==> src/rtl/vga_sync_timing.sv <==
// 640x480@60 Hz VGA raster timing: pixel-rate divider, h/v counters, registered
// sync, active-video and frame-start outputs.
module vga_sync_timing #(
  parameter int unsigned CLK_DIV  = 4,
  parameter int unsigned H_ACTIVE = 640,
  parameter int unsigned H_FP     = 16,
  parameter int unsigned H_SYNC   = 96,
  parameter int unsigned H_BP     = 48,
  parameter int unsigned V_ACTIVE = 480,
  parameter int unsigned V_FP     = 10,
  parameter int unsigned V_SYNC   = 2,
  parameter int unsigned V_BP     = 33,
  parameter logic        HS_POL   = 1'b0,
  parameter logic        VS_POL   = 1'b0
) (
  input  logic       clock,
  input  logic       reset,
  input  logic       enable,
  output logic [9:0] pixelX,
  output logic [9:0] pixelY,
  output logic       hsync,
  output logic       vsync,
  output logic       video_on,
  output logic       pixel_tick,
  output logic       frame_start
);

  localparam int unsigned H_TOTAL = H_ACTIVE + H_FP + H_SYNC + H_BP;
  localparam int unsigned V_TOTAL = V_ACTIVE + V_FP + V_SYNC + V_BP;
  localparam int unsigned DIV_W   = (CLK_DIV > 1) ? $clog2(CLK_DIV) : 1;

  localparam logic [DIV_W-1:0] DIV_LAST = DIV_W'(CLK_DIV - 1);
  localparam logic [9:0] H_LAST   = 10'(H_TOTAL - 1);
  localparam logic [9:0] V_LAST   = 10'(V_TOTAL - 1);
  localparam logic [9:0] H_ACT    = 10'(H_ACTIVE);
  localparam logic [9:0] V_ACT    = 10'(V_ACTIVE);
  localparam logic [9:0] HS_START = 10'(H_ACTIVE + H_FP);
  localparam logic [9:0] HS_STOP  = 10'(H_ACTIVE + H_FP + H_SYNC - 1);
  localparam logic [9:0] VS_START = 10'(V_ACTIVE + V_FP);
  localparam logic [9:0] VS_STOP  = 10'(V_ACTIVE + V_FP + V_SYNC - 1);

  if (H_TOTAL > 1024 || V_TOTAL > 1024) begin : g_bad_total
    $error("vga_sync_timing: H_TOTAL and V_TOTAL must fit 10-bit counters");
  end
  if (CLK_DIV < 1 || CLK_DIV > 16) begin : g_bad_div
    $error("vga_sync_timing: CLK_DIV must be in 1..16");
  end

  logic [DIV_W-1:0] div_q, div_d;
  logic             div_wrap, tick_d, frame_d;
  logic [9:0]       x_d, y_d, x_after, y_after;

  always_comb begin
    div_wrap = (div_q == DIV_LAST);
    div_d    = div_wrap ? '0 : div_q + 1'b1;
    x_d      = (pixelX == H_LAST) ? 10'd0 : pixelX + 10'd1;
    y_d      = pixelY;
    if (pixelX == H_LAST) begin
      y_d = (pixelY == V_LAST) ? 10'd0 : pixelY + 10'd1;
    end
    x_after  = div_wrap ? x_d : pixelX;
    y_after  = div_wrap ? y_d : pixelY;
    // Tick/frame strobes are registered one clock ahead so they sit in the
    // clock whose closing edge performs the advance.
    tick_d   = (div_d == DIV_LAST);
    frame_d  = tick_d && (x_after == H_LAST) && (y_after == V_LAST);
  end

  always_ff @(posedge clock or posedge reset) begin
    if (reset) begin
      div_q       <= '0;
      pixelX      <= 10'd0;
      pixelY      <= 10'd0;
      hsync       <= ~HS_POL;
      vsync       <= ~VS_POL;
      video_on    <= 1'b0;
      pixel_tick  <= 1'b0;
      frame_start <= 1'b0;
    end else if (enable) begin
      div_q       <= div_d;
      pixel_tick  <= tick_d;
      frame_start <= frame_d;
      if (div_wrap) begin
        pixelX   <= x_d;
        pixelY   <= y_d;
        hsync    <= (x_d >= HS_START && x_d <= HS_STOP) ? HS_POL : ~HS_POL;
        vsync    <= (y_d >= VS_START && y_d <= VS_STOP) ? VS_POL : ~VS_POL;
        video_on <= (x_d < H_ACT) && (y_d < V_ACT);
      end
    end else begin
      pixel_tick  <= 1'b0;
      frame_start <= 1'b0;
    end
  end

endmodule

==> config.mk <==
export PLATFORM = sky130hd
export DESIGN_NAME = vga_sync_timing
export DESIGN_NICKNAME = d
export VERILOG_FILES = /design/src/rtl/vga_sync_timing.sv
export SDC_FILE = /design/constraint.sdc
export NUM_CORES = 1
export LEC_CHECK = 0
export CORE_MARGIN = 3
export CORE_UTILIZATION = 30
export DETAILED_ROUTE_END_ITERATION = 8
export PLACE_DENSITY = 0.5
export SETUP_SLACK_MARGIN = 0.5
export SYNTH_ARGS = -nofsm -noshare
export SYNTH_HDL_FRONTEND = slang
export SYNTH_SLANG_ARGS = --single-unit
==> constraint.sdc <==
create_clock -name clock -period 2.6 [get_ports clock]
set_input_delay 0.26 -clock clock [delete_from_list [all_inputs] [get_ports clock]]
set_output_delay 0.26 -clock clock [all_outputs]
set_load 0.03 [all_outputs]
Word level (Yosys, flattened, before mapping):

Index checks and enable logic that the tools add are counted.

* input bits: 3
* flip-flop bits (word level): 27

* magnitude comparators: 6
* mux-type cells: 10
* add/subtract/negate cells: 3
* reductions and logical operators: 6
* eq/ne operators: 6

Operator list (number)
* 10-bit two-way mux: 5
* 10-bit == test (second input constant): 4
* 10-bit by 1-bit adder with 10-bit output (second input constant): 2
* 10-bit >= comparator (second input constant): 1
* 10-bit by 9-bit >= comparator with 1-bit output (second input constant): 1
* 10-bit <= comparator (second input constant): 1
* 10-bit by 9-bit <= comparator with 1-bit output (second input constant): 1
* 10-bit < comparator (second input constant): 1
* 10-bit by 9-bit < comparator with 1-bit output (second input constant): 1
* 1-bit logical AND: 5
* 2-bit == test (second input constant): 2
* 1-bit two-way mux: 4
* 2-bit by 1-bit adder with 2-bit output (second input constant): 1
* 2-bit two-way mux: 1
* 2-bit AND reduction: 1

Logic depth before layout (Yosys ltp):

* depth in word-level cells: 7
* gate-level depth with buffers: 8
* depth with buffers taken out: 7

Worst setup path after synthesis:

Ideal clock, no wire load.

* path type: flip-flop to flip-flop
* start: register pixelX[0]
* end: register frame_start
* slack: 0.218 ns
* stages on the path, launching flop included: 8
* required time: 2.489 ns
* path buffers: 0
* arrival: 2.270 ns
* library setup time: 0.111 ns
* cells stage by stage: dfrtp_1 > ha_1 > nand3_1 > nand3b_2 > or3_1 > o21ai_2 > a32oi_1 > a2111oi_2

* word-level cells in the longest chain between the ends: 7

RTL lines
* start, declared: RTL line 19 `output logic [9:0] pixelX,`
* start signal, assigned: RTL line 72 `pixelX <= 10'd0;`
* start signal, assigned: RTL line 84 `pixelX <= x_d;`
* 10-bit by 1-bit adder with 10-bit output or 10-bit == test (tied branches): RTL line 56, 58
* 10-bit two-way mux: RTL line 56 `x_d = (pixelX == H_LAST) ? 10'd0 : pixelX + 10'd1;`
* 10-bit two-way mux
* 10-bit == test: RTL line 66 `frame_d = tick_d && (x_after == H_LAST) && (y_after == V_LAST);`
* 1-bit logical AND: RTL line 66
* 1-bit logical AND *: RTL line 66
* 1-bit two-way mux *: RTL line 79 `end else if (enable) begin`
* end signal, assigned: RTL line 82 `frame_start <= frame_d;`
* end, declared: RTL line 25 `output logic frame_start`

Every way passes the cells marked *; elsewhere a longest branch is shown, timed or not.
A chain may end at the register's enable or synchronous reset.

Worst setup path in the final report:

* start: register pixelY[1]
* end: register frame_start

* word-level cells in the longest chain between the ends: 7

RTL lines
* start, declared: RTL line 20 `output logic [9:0] pixelY,`
* start signal, assigned: RTL line 85 `pixelY <= y_d;`
* 10-bit by 1-bit adder with 10-bit output or 10-bit == test (tied branches): RTL line 59 `y_d = (pixelY == V_LAST) ? 10'd0 : pixelY + 10'd1;`
* 10-bit two-way mux: RTL line 59
* 10-bit two-way mux: RTL line 58 `if (pixelX == H_LAST) begin`
* 10-bit two-way mux *
* 10-bit == test *: RTL line 66
* 1-bit logical AND *: RTL line 66
* 1-bit two-way mux *: RTL line 79

Marks and branches as above.

==> metrics.txt <==
Critical Path Slowest Stage Cell dfrtp_2; final setup fails 0; post-layout min period 1974 ps; Total Nets Final 257; ant diodes 0; CTS tree built; Critical Path End Type register; drt drc 0; Post-synth EDFFs 0; Clock Latency Late Sink 280 ps; die area 6702 µm²; max_cap viols 0; Buf/Inv on CP 0; reg2reg path depth 6; CTS buffer count 3; Synth Cell Area 1727 µm²; WL/cell 15.57 µm; Syn Inst Count 204; setup TNS 0 ps; Initial Utilization 32.36%; CTS clk-pin slew, worst paths 100 ps; Max IR drop VDD 0.3758 mV; DP Wirelength 3.336 mm; clock buffer depth 2; FF-to-FF setup slack 630 ps; largest net degree at the start of global routing 28; fraction of layout cells with a size suffix above 1 21.05%; io pins 28; Largest stage delay, worst path 460 ps; Synth top cells by count 29 x nand2_1, 25 x dfrtp_1, 20 x o21ai_0; antenna violations before repair 0; cts hold-fix bufs 0; critical path cell sequence nand4_4 > or3_1 > or3_1 > o21ai_2 > a32oi_1 > a2111oi_2; Root Driver clkbuf_8; count of pins over their slew limit 0; via count 1644; crit-path leading delay family simple AND/OR/NAND/NOR gates; CP Depth 6; register bit total from synthesis 27; core box area 5335 µm²; RSZ-0062 raised after global routing true; Layout area overhead 34.78%; Initial DRC Count 85; Filler cells 563; Ys Warns 0; register area share after synthesis 39.28%; Setup Skew 4.757 ps; placed cell count 296; first drt pass iteration count 4; ys flop type dfrtp_1; Synth Net Count 213; row cnt 26; Fin. Hold Viols 0; critical path class register to register; worst hold path type input pin to async pin; Total Routed Length 4.936 mm; fin cells 317; CP dominant cell by count or3_1; async set or reset register ratio after synthesis 100.0%; number of routed nets with antenna violations 0; vias per cell 5.186; main area contributors after synthesis dfrtp_1 36%, nand2_1 6.3%, o21ai_0 5.8%; Distinct cells, synth 44; P per Cell Area 558.9 nW/µm²; WP data required 2770 ps; Num Clock Sinks 27; Worst slew margin 70.77%; WP data arrival 2140 ps; Fmax 506.6 MHz; syn_area_per_cell 8.464 µm²; Worst Tran Pin Value 438.5 ps; Synth area leader dfrtp_1; Die Wd 81.87 µm; critical-path maximum fanout 7; status finished clean; period utilization 75.93%; first-pass GRT wire length 8.114 mm; port bufs 27; post-synth top area share 36.23%; H-tree depth 1; Die H 81.87 µm; GRT Resource Usage Total 15.49%; Static Leak 0.9231 nW; GRT Residual Overflow 0; GPL Wtd Cong 0.8179; most common cell in the synthesized netlist nand2_1; vias in the first global route 1531; CP startpoint kind register
[cell usage in the layout (no fill, tap or decap), types with 2 or more instances in the layout]
master / count
nor3_1: 5
a211oi_1: 2
nand4_1: 7
a32oi_1: 2
or3_1: 2
inv_1: 10
nand2_1: 29
and2_1: 5
dfrtp_2: 11
clkdlybuf4s50_1: 27
xnor2_1: 7
ha_1: 5
nor2_1: 13
a31oi_1: 3
nand3_1: 10
clkbuf_8: 3
dfrtp_1: 14
xor2_1: 4
a21oi_1: 4
o31ai_1: 6
o21ai_0: 20
nor4_1: 3
buf_4: 22
nor3b_1: 2
dfstp_2: 2
and3_1: 3
[metrics by stage]
| step | instance area, µm² | hold WS [ps] | utilization (%) | total power [mW] | setup slack (ps) |
|---|---|---|---|---|---|
| after floorplan | 1760 | 310.8 | - | 0.8479 | 502.7 |
| after global placement | 2111 | 490.0 | 39.56 | 1.025 | 276.6 |
| after detailed placement | 2111 | 485.0 | 39.56 | 1.025 | 290.6 |
| after CTS | 2251 | 349.4 | 42.19 | 1.318 | 544.7 |
| after global routing | 2327 | 410.2 | 43.62 | 1.390 | 457.1 |
| final | 2327 | 338.8 | 43.62 | 1.301 | 625.9 |
[tightest hold or removal path, stage by stage]
cell             delay, ps
clkdlybuf4s50_1        390
inv_1                   50
buf_4                  330
[worst paths after layout]
kind | startpoint | end
worst max-delay path | pixelY[1]$_DFFE_PP0P_ | frame_start$_DFF_PP0_
worst min-delay path | reset | frame_start$_DFF_PP0_
worst max register to register | pixelY[1]$_DFFE_PP0P_ | frame_start$_DFF_PP0_
worst min register to register | video_on$_DFFE_PP0P_ | video_on$_DFFE_PP0P_
max in group asynchronous | reset | vsync$_DFFE_PP1P_
min in group clock | video_on$_DFFE_PP0P_ | video_on$_DFFE_PP0P_
[kinds of logic after synthesis]
family	share of synthesized area, %
AO/OA/AOI/OAI	18.33
XOR/XNOR	5.580
adder cells (fa/ha/maj)	4.348
buffers and inverters	4.565
flip-flops	39.28
multiplexers	0.5797
AND/OR/NAND/NOR	27.32
[flip-flops by register name, indices dropped and copies added, names as in the netlist]
name         count
frame_start      1
video_on         1
vsync            1
div_q            2
hsync            1
pixelX          10
pixel_tick       1
pixelY          10
[report_power, final]
group	leakage, nW	total [mW]	internal [mW]	switching (mW)
combinational	0.559	0.487	0.193	0.294
clock	0.0228	0.250	0.110	0.140
sequential	0.341	0.564	0.490	0.0741
[layer usage]
layer / vias up / share of wire (%) / track usage, %
li1: 833 / - / -
met1: 784 / 53 / 24.50
met2: 23 / 43 / 22.37
met3: 4 / 3.0 / 1.425
met4: 0 / 0.81 / 3.488
met5: - / 0 / 0
[timing repair]
action | 4_1_cts | 5_1_grt
gates resized for setup | 7 | 5
endpoints found under the setup margin | 2 | 5
pin swaps | 1 | 3
gates cloned | 0 | 0
buffers inserted | 9 | 8
[area by class of cell]
cell class	count	area [µm²]	share of cell area (%)
flip-flops and latches	27	691.9	29.73
well taps	70	87.58	3.763
repair buffers	49	435.4	18.71
multi-input cells	157	1030	44.25
inverters	10	37.54	1.613
clock buffers	4	45.04	1.935
Note: power is estimated with default switching activity, not from simulation.
